## config.mk

```make
export PLATFORM = sky130hd
export DESIGN_NAME = mem_port_arbiter
export DESIGN_NICKNAME = d
export VERILOG_FILES = /design/src/rtl/mem_port_arbiter.sv
export SDC_FILE = /design/constraint.sdc
export NUM_CORES = 1
export LEC_CHECK = 0
export BUFFER_PORTS_ARGS = -buffer_cell sky130_fd_sc_hd__buf_2
export CAP_MARGIN = 20
export CELL_PAD_IN_SITES_DETAIL_PLACEMENT = 0
export CELL_PAD_IN_SITES_GLOBAL_PLACEMENT = 2
export CORE_MARGIN = 1.5
export CORE_UTILIZATION = 25
export CTS_CLUSTER_DIAMETER = 200
export DETAILED_ROUTE_END_ITERATION = 12
export PLACE_DENSITY_LB_ADDON = 0.1
export SLEW_MARGIN = 40
export SYNTH_ARGS = -nofsm -noshare
export SYNTH_HDL_FRONTEND = slang
export SYNTH_SLANG_ARGS = --single-unit
export TNS_END_PERCENT = 1
```

## constraint.sdc

```tcl
create_clock -name clk -period 4.36 [get_ports clk]
set_clock_uncertainty 0.1 [all_clocks]
set_input_delay 0.872 -clock clk [delete_from_list [all_inputs] [get_ports clk]]
set_output_delay 0.872 -clock clk [all_outputs]
set_load 0.005 [all_outputs]
```

## src/rtl/mem_port_arbiter.sv

```systemverilog
// Arbitrates one single-port memory between instruction fetch and the load/store stage,
// with one outstanding transaction at a time; data requests always win over fetches.
module mem_port_arbiter #(
  parameter int AW = 32,
  parameter int DW = 32
) (
  input  logic            clk,
  input  logic            rst_n,
  input  logic            if_req,
  input  logic [AW-1:0]   if_addr,
  input  logic            if_kill,
  output logic            if_rvalid,
  output logic [DW-1:0]   if_rdata,
  input  logic            d_req,
  input  logic            d_we,
  input  logic [AW-1:0]   d_addr,
  input  logic [DW-1:0]   d_wdata,
  input  logic [DW/8-1:0] d_wstrb,
  output logic            d_rvalid,
  output logic [DW-1:0]   d_rdata,
  output logic            stall_if,
  output logic            stall_mem,
  output logic            mem_valid,
  input  logic            mem_ready,
  output logic            mem_we,
  output logic [AW-1:0]   mem_addr,
  output logic [DW-1:0]   mem_wdata,
  output logic [DW/8-1:0] mem_wstrb,
  input  logic            mem_rvalid,
  input  logic [DW-1:0]   mem_rdata,
  output logic [2:0]      state_dbg
);

  typedef enum logic [2:0] {
    IDLE   = 3'd0,
    REQ_I  = 3'd1,
    RESP_I = 3'd2,
    REQ_D  = 3'd3,
    RESP_D = 3'd4
  } state_t;

  state_t state;
  logic   kill_pend;

  // Memory handshake: a request transfers on a cycle with mem_valid & mem_ready; the payload
  // stays stable while mem_valid is high and not yet accepted; the single response arrives
  // later as a one-cycle mem_rvalid and is only honoured in the matching RESP state.
  always_ff @(posedge clk or negedge rst_n) begin
    if (!rst_n) begin
      state     <= IDLE;
      kill_pend <= 1'b0;
      mem_valid <= 1'b0;
      mem_we    <= 1'b0;
      mem_addr  <= '0;
      mem_wdata <= '0;
      mem_wstrb <= '0;
    end else begin
      case (state)
        IDLE: begin
          kill_pend <= 1'b0;
          if (d_req) begin
            mem_we    <= d_we;
            mem_addr  <= d_addr;
            mem_wdata <= d_wdata;
            mem_wstrb <= d_we ? d_wstrb : '0;
            mem_valid <= 1'b1;
            state     <= REQ_D;
          end else if (if_req && !if_kill) begin
            mem_we    <= 1'b0;
            mem_addr  <= if_addr;
            mem_wstrb <= '0;
            mem_valid <= 1'b1;
            state     <= REQ_I;
          end
        end
        REQ_I: begin
          if (if_kill) kill_pend <= 1'b1;
          if (mem_ready) begin
            mem_valid <= 1'b0;
            state     <= RESP_I;
          end
        end
        RESP_I: begin
          // A killed fetch still drains its memory response; only the return is swallowed.
          if (mem_rvalid) begin
            kill_pend <= 1'b0;
            state     <= IDLE;
          end else if (if_kill) begin
            kill_pend <= 1'b1;
          end
        end
        REQ_D: begin
          if (mem_ready) begin
            mem_valid <= 1'b0;
            state     <= RESP_D;
          end
        end
        RESP_D: begin
          if (mem_rvalid) begin
            kill_pend <= 1'b0;
            state     <= IDLE;
          end
        end
        default: begin
          mem_valid <= 1'b0;
          state     <= IDLE;
        end
      endcase
    end
  end

  assign if_rvalid = (state == RESP_I) && mem_rvalid && !kill_pend && !if_kill;
  assign d_rvalid  = (state == RESP_D) && mem_rvalid;
  assign if_rdata  = mem_rdata;
  assign d_rdata   = mem_rdata;
  assign stall_if  = if_req && !if_rvalid;
  assign stall_mem = d_req && !d_rvalid;
  assign state_dbg = state;

endmodule

```

==> results of run 1 <==
-- registers in the layout (all words and copies together), names as in the netlist --
name       flops
mem_addr      32
mem_wstrb      4
kill_pend      1
state_dbg      3
mem_valid      1
mem_wdata     32
mem_we         1
-- kinds of logic after synthesis --
group | Yosys count | synth area share (%)
muxes | 97 | 28.7
buffers and inverters | 81 | 16.8
DFF | 74 | 48.8
AOI/OAI and AO/OA | 14 | 2.90
and+or+nand+nor | 14 | 2.31
xor gates and xnor gates | 1 | 0.231
adders and majority gates | 1 | 0.264
-- critical path, stage by stage, from the launching register on --
cell	delay, ns
sky130_fd_sc_hd__dfrtp_1	0.50
sky130_fd_sc_hd__nand2b_1	0.23
sky130_fd_sc_hd__nor4b_1	0.37
sky130_fd_sc_hd__nor2b_1	0.08
sky130_fd_sc_hd__buf_2	0.13
-- power by group through the flow --
stage	registers, mW	clock network [mW]	logic [mW]
2_1_floorplan	1.24	0	0.677
3_3_place_gp	1.22	0	1.11
3_5_place_dp	1.22	0	1.12
4_1_cts	1.22	0.706	1.12
5_1_grt	1.27	0.732	1.19
6_report	1.21	0.670	1.08
-- synth_stat cells, types with 2 or more instances --
| library cell | instances |
|---|---|
| sky130_fd_sc_hd__a211oi_1 | 2 |
| sky130_fd_sc_hd__a32o_1 | 4 |
| sky130_fd_sc_hd__buf_12 | 2 |
| sky130_fd_sc_hd__buf_2 | 4 |
| sky130_fd_sc_hd__buf_4 | 66 |
| sky130_fd_sc_hd__buf_6 | 5 |
| sky130_fd_sc_hd__dfrtp_1 | 74 |
| sky130_fd_sc_hd__inv_1 | 3 |
| sky130_fd_sc_hd__mux2_1 | 25 |
| sky130_fd_sc_hd__mux2_2 | 71 |
| sky130_fd_sc_hd__nand2_1 | 3 |
| sky130_fd_sc_hd__nor2_1 | 3 |
| sky130_fd_sc_hd__nor2b_1 | 3 |
-- metal layers --
metal / track usage, % / vias to the layer above
met4: 5.48 / 2
met2: 21.1 / 98
met5: 0 / -
met1: 11.1 / 1201
met3: 6.46 / 27
li1: - / 1150
-- worst paths after layout --
kind                                  to  slack [ns]  cells after the start
max                             stall_if        1.74                      4
min                        mem_wdata[24]        0.38                      1
max reg2reg                mem_wdata[10]        2.45                      3
min reg2reg                mem_wdata[24]        0.38                      1
max in group asynchronous         mem_we        3.19                      1
min in group asynchronous  mem_wdata[21]        0.45                      1
-- area by class of cell --
cell class | count | share of cell area, %
timing repair buffer | 185 | 20.3
multi-input combinational | 127 | 28.5
tap | 184 | 5.00
antenna | 1 | 0.0543
clock inverter | 5 | 0.679
inverter | 3 | 0.244
clock buffer | 11 | 5.05
sequential | 74 | 40.2
==> summary.md, run 1 <==
• completed — outcome
• 4 — first-pass iteration count of the detailed router
• 75 — largest net degree at the start of global routing
• 0 — number of antenna-violating nets in the routed design
• 0.922 mW — power dissipated by switching net loads
• 0 — Final Setup Violations
• 11.8% — combined global-route utilization of all metal layers
• 644 nW/um^2 — power density over the cells
• 21.4% — growth of design area from synthesis to finish
• 126 um — height of the die
• 0 — total congestion overflow
• 183 x sky130_fd_sc_hd__buf_2, 74 x sky130_fd_sc_hd__dfrtp_1, 71 x sky130_fd_sc_hd__mux2_2 — most frequent cells in the layout
• 573 — number of placed instances with taps included
• 901 um — Met3 Routed Length
• 15.6 um — average wire per cell in the routed design
• 48.8% — area share of the largest cell type after synthesis
• 0.649 — gpl congestion
• 0.380 ns — worst hold margin
• no — unrepaired setup endpoints after global routing
• 0 — Hold Fails Final Rpt
• 540 — layout net count
• 184 — number of I/O port buffers
• 44 — site row count
• 282 — cells after synthesis
• 100% — Synth async-reset ratio
• 1850 sq um — total area of sequential cells
• 4610 sq um — final standard cell area without fillers
• 9.18 mm — WL final
• 382 MHz — Max Fclk
• state_dbg[2] — Critical path origin
• 14.0 mm — wire length of the first global-routing pass
• 281 — IO Count
• 0 — number of synthesized flops with an enable pin
• 422 — nets in the synthesized netlist
• 9 — number of CTS-inserted buffers
• 10 — maximum fanout count along the critical path
• sky130_fd_sc_hd__buf_2 — leading cell type in the layout, fill and taps excluded
• 2.04 mW — design internal power
• sky130_fd_sc_hd__dfrtp_1 49%, sky130_fd_sc_hd__mux2_2 21%, sky130_fd_sc_hd__buf_4 13% — top area cells in the synthesized netlist
• 0 — fin. max-slew vios
• 74 — number of sinks driven by the clock tree
• reg -> out — path type of the worst setup path
• 2 — worst-case clock buffer depth
• 2 — antenna violations before repair
• 590 — number of non-filler instances in the completed layout
• 1.69 ns — setup slack at placement
• 3.39 ns — required time at the worst-slack endpoint
• done — TritonCTS clock tree
• register — type of element launching the critical path
• 13.5 sq um — Avg Inst Size Synth
• 0 — synthesis warning total
• 0.350 mV — worst supply voltage drop on vdd
• 14700 sq um — standard cell core area
• 31.1% — switch share
• 25.8% — effective utilization at floorplan
• 2478 — count of vias placed by the detailed router
• 0 — drc violations
• 30 — distinct cell type count of the synthesized netlist
• sky130_fd_sc_hd__dfrtp_1 — cell type with the highest aggregate area in the netlist
• 3 — htree depth
• 0 — count of max-cap constraint violations
• 2.22 nW — static leakage
• 0.722 ns — Slew @ Worst Pin
• 2.62 ns — Min Clock Period, post-route
• 31.4% — Final Core Density
• 22.6% — clock share of power
• 74 — total of flip-flops plus latches after synthesis
• 67.4% — layout cell share with drive strength beyond 1
• 2619 — vias in the first global route
• 0 — total of cells resized after clock tree synthesis
• 0 — quantity of hold-fixing buffers added after cts
• reg -> reg — min-delay worst type
• 0 ns — Setup TNS
• 2.97 mW — power consumption
• sky130_fd_sc_hd__dfrtp_1 — flip-flop cell with the highest count after synthesis
• mem_wdata[24] — min-delay src
• met5 — highest routed layer
• 126 um — width of the die
• 60.0% — Final period util
• 36.5% — combinational group share of total power
• 4.20 — per-cell via count in the routed design
• sky130_fd_sc_hd__clkbuf_16 — Root Driver
• state_dbg[2] — launching point of the worst reg2reg path
• 4.86 mm — total length of routed met2 wires
• 47 — starting DRC count in detailed routing
• 3800 sq um — post-synthesis instance area
• 40.9% — Seq pwr share
• 0.33 ns — Skew-Pair Late Insertion Delay
• 6.79 mm — final HPWL from detailed placement
• 1310 sq um — combined area of the multi-input logic cells
• primary output — nature of the critical path endpoint
• 3.23 mm — detailed-route wire length on metal 1
• 1.74 ns — final worst setup slack
• 0 — number of buffers inserted by post-CTS setup repair
• 0.06 ns — clock input transition at the sequential cells of the worst setup and hold paths
• 1531 — # fillers
• 51.9% — normalized max-slew margin
• 48.8% — sequential share of the synthesized area
• 4340 sq um — total placed instance area
• 1.65 ns — Arrival @ worst endpoint
• 15900 sq um — Die Area
(Power assumes the default switching activity.)
==> inputs of run 2 (changes only) <==
Settings changed: ABC_AREA set to 1, CORE_UTILIZATION 25 to 19.
Clock period 4.36 ns to 2.4 ns, I/O delays scaled along.
==> run 2 against run 1 <==
- synthesized area decreased by 0.66%
- power increased by 89%
- final area increased by 3.0%
- highest routed layer is now met4
- via count increased by 20%
- non-clock buffer count increased by 7
- flip-flop and latch count unchanged
- largest power group unchanged
- routed wire length increased by 17%
==> summary.md, run 2 <==
• 25.8% — growth of design area from synthesis to finish
• 2.66 nW — static leakage
• 1.43 ns — Arrival @ worst endpoint
• mem_addr: 32 flops, mem_wdata: 32 flops, mem_wstrb: 4 flops — registers with the most flip-flops
• completed — outcome
• 144 um — width of the die
• sky130_fd_sc_hd__dfrtp_1 — cell type with the highest aggregate area in the netlist
• 37.2% — switch share
• 0 — drc violations
• 183 x sky130_fd_sc_hd__buf_2, 155 x sky130_fd_sc_hd__nand2_1, 74 x sky130_fd_sc_hd__dfrtp_1 — most frequent cells in the layout
• 18.9% — synthesized-area fraction occupied by and/or/nand/nor cells
• 552 — nets in the synthesized netlist
• 51 — site row count
• 0 — quantity of hold-fixing buffers added after cts
• 0 — antenna violations before repair
• 38.5% — combinational group share of total power
• 4 — first-pass iteration count of the detailed router
• 3.52 mW — design internal power
• simple AND/OR/NAND/NOR gates — combinational family with the most area after synthesis
• 184 — number of I/O port buffers
• 49.1% — sequential share of the synthesized area
• 83.9% — Final period util
• 0 — antenna cell count
• 0 — count of max-cap constraint violations
• 0.34 ns — Skew-Pair Late Insertion Delay
• 674 — layout net count
• 5.27% — synthesized-area fraction occupied by ao, oa, aoi and oai cells
• 20700 sq um — Die Area
• 74 — number of sinks driven by the clock tree
• 38.8% — Seq pwr share
• 10.7 mm — WL final
• 0 — number of synthesized flops with an enable pin
• 496 MHz — Max Fclk
• 8.49% — multiplexer fraction of the synthesized cell area
• 0 — synthesis warning total
• done — TritonCTS clock tree
• 24.4% — Final Core Density
• 0 — fin. max-slew vios
• 74 — total of flip-flops plus latches after synthesis
• 2 — worst-case clock buffer depth
• 2985 — count of vias placed by the detailed router
• 38 — largest net degree at the start of global routing
• 9.16 sq um — Avg Inst Size Synth
• 0 — total of cells resized after clock tree synthesis
• 0% — post-synthesis xor/xnor area fraction
• 100% — Synth async-reset ratio
• 0% — arithmetic-cell share of the synthesized area counting full adders, half adders and majority gates
• 7.89 mm — final HPWL from detailed placement
• 1.82 ns — required time at the worst-slack endpoint
• 2.08 mW — power dissipated by switching net loads
• 40.3% — layout cell share with drive strength beyond 1
• 22 — distinct cell type count of the synthesized netlist
• 9 — number of CTS-inserted buffers
• 3.72 — per-cell via count in the routed design
• 155 x sky130_fd_sc_hd__nand2_1, 74 x sky130_fd_sc_hd__dfrtp_1, 67 x sky130_fd_sc_hd__buf_4 — most frequent cells after synthesis
• sky130_fd_sc_hd__nand2_1 — most common cell in the netlist
• 65.9% — normalized max-slew margin
• 133 — starting DRC count in detailed routing
• 2 — number of buffers and inverters on the critical path
• 0.680 — gpl congestion
• 4 — maximum fanout count along the critical path
• 3770 sq um — post-synthesis instance area
• primary output — nature of the critical path endpoint
• 0 — Hold Fails Final Rpt
• 13.3 um — average wire per cell in the routed design
• 0 — number of antenna-violating nets in the routed design
• 0.06 ns — clock input transition at the sequential cells of the worst setup and hold paths
• 49.1% — area share of the largest cell type after synthesis
• 0.42 ns — Slowest Stage Delay on Critical Path
• 0.351 mV — worst supply voltage drop on vdd
• 0 — total congestion overflow
• sky130_fd_sc_hd__dfrtp_1 49%, sky130_fd_sc_hd__nand2_1 15%, sky130_fd_sc_hd__buf_4 13% — top area cells in the synthesized netlist
• 22.7% — clock share of power
• simple AND/OR/NAND/NOR gates — cell type group with the largest total delay on the critical path
• inv_1 -> nand3_1 -> nor3_1 -> nor2_1 -> buf_2 — worst path cell trace
• 412 — cells after synthesis
• 19.4% — effective utilization at floorplan
• 2186 — # fillers
• 16.5 mm — wire length of the first global-routing pass
• register — type of element launching the critical path
• in -> async — min-delay worst type
• reg -> out — path type of the worst setup path
• 281 — IO Count
• 3018 — vias in the first global route
• 144 um — height of the die
• 3 — htree depth
• sky130_fd_sc_hd__clkbuf_16 — Root Driver
• 19500 sq um — standard cell core area
• no — unrepaired setup endpoints after global routing
• 0 — Final Setup Violations
• 1180 nW/um^2 — power density over the cells
• 0.512 ns — Slew @ Worst Pin
• 10.6% — combined global-route utilization of all metal layers
• sky130_fd_sc_hd__dfrtp_1 — Critical-path top delay cell
• sky130_fd_sc_hd__buf_2 — leading cell type in the layout, fill and taps excluded
• 2.01 ns — Min Clock Period, post-route
• sky130_fd_sc_hd__dfrtp_1 — flip-flop cell with the highest count after synthesis
• 0 — number of buffers inserted by post-CTS setup repair
• 0 ns — Setup TNS
## run 2: changes by cell type after synthesis, sizes merged, moves of 2 or more
cell / before / now
mux2: 96 / 0
inv: 3 / 11
o21ai: 2 / 36
mux2i: 1 / 32
nand2: 3 / 158
nor2b: 3 / 0
clkbuf: 0 / 2
a32o: 4 / 0
nand3: 0 / 9
nor2: 3 / 9
a211oi: 2 / 0
## run 2: worst paths after layout
kind / slack (ns) / end / cells after the start / start
setup / recovery: 0.39 / stall_if / 5 / state_dbg[0]
hold / removal: 0.01 / mem_wdata[4] / 1 / rst_n
setup reg to reg: 0.81 / mem_wstrb[1] / 7 / state_dbg[2]
hold reg to reg: 0.37 / mem_wdata[4] / 2 / mem_wdata[4]
max in group asynchronous: 1.58 / mem_wdata[31] / 2 / rst_n
min in group clk: 0.23 / mem_wdata[19] / 3 / d_wdata[19]
## run 2: through the flow
step	instance area, sq um	hold slack, ns	instances	total power, mW	setup slack, ns
floorplan	3770	0.0844	412	3.54	0.862
global placement	4470	0.358	788	4.42	0.572
detailed placement	4470	0.362	788	4.41	0.547
CTS	4750	0.0205	803	5.74	0.334
global route	4750	0.0490	803	6.17	0.230
finish	4750	0.0122	803	5.60	0.386
## run 2: worst register-to-register path, stage by stage, from the launching register on
cell	delay, ns
sky130_fd_sc_hd__dfrtp_1	0.43
sky130_fd_sc_hd__nor2_2	0.15
sky130_fd_sc_hd__nand2_2	0.10
sky130_fd_sc_hd__inv_4	0.10
sky130_fd_sc_hd__nand2_8	0.17
sky130_fd_sc_hd__inv_8	0.27
sky130_fd_sc_hd__nand3_1	0.14
sky130_fd_sc_hd__nand2_1	0.07
## run 2: power groups by stage
stage / clock (mW) / sequential, mW / combinational [mW]
floorplan: 0 / 2.22 / 1.32
global placement: 0 / 2.20 / 2.22
detailed placement: 0 / 2.19 / 2.22
CTS: 1.33 / 2.19 / 2.22
global route: 1.38 / 2.26 / 2.53
finish: 1.27 / 2.18 / 2.15
## run 2: final cells by class
class | count | area (sq um) | area share, %
Tap cell | 265 | 332 | 6.99
Multi-Input combinational cell | 246 | 1230 | 25.9
Inverter | 11 | 51.3 | 1.08
Clock buffer | 12 | 256 | 5.40
Timing Repair Buffer | 192 | 1010 | 21.2
Clock inverter | 3 | 15.0 | 0.316
Sequential cell | 74 | 1850 | 39.0
## run 2: metal layers
metal	up-vias	global-route usage [%]	wire, um
met4	0	5.05	185
li1	1491	-	-
met3	9	5.06	1390
met1	1328	12.9	4730
met2	157	15.5	4410
met5	-	0	0
## run 2: logic make-up after synthesis
family,after synthesis
AO/OA/AOI/OAI,36
flip-flops,74
multiplexers,32
AND/OR/NAND/NOR,178
buffers and inverters,92
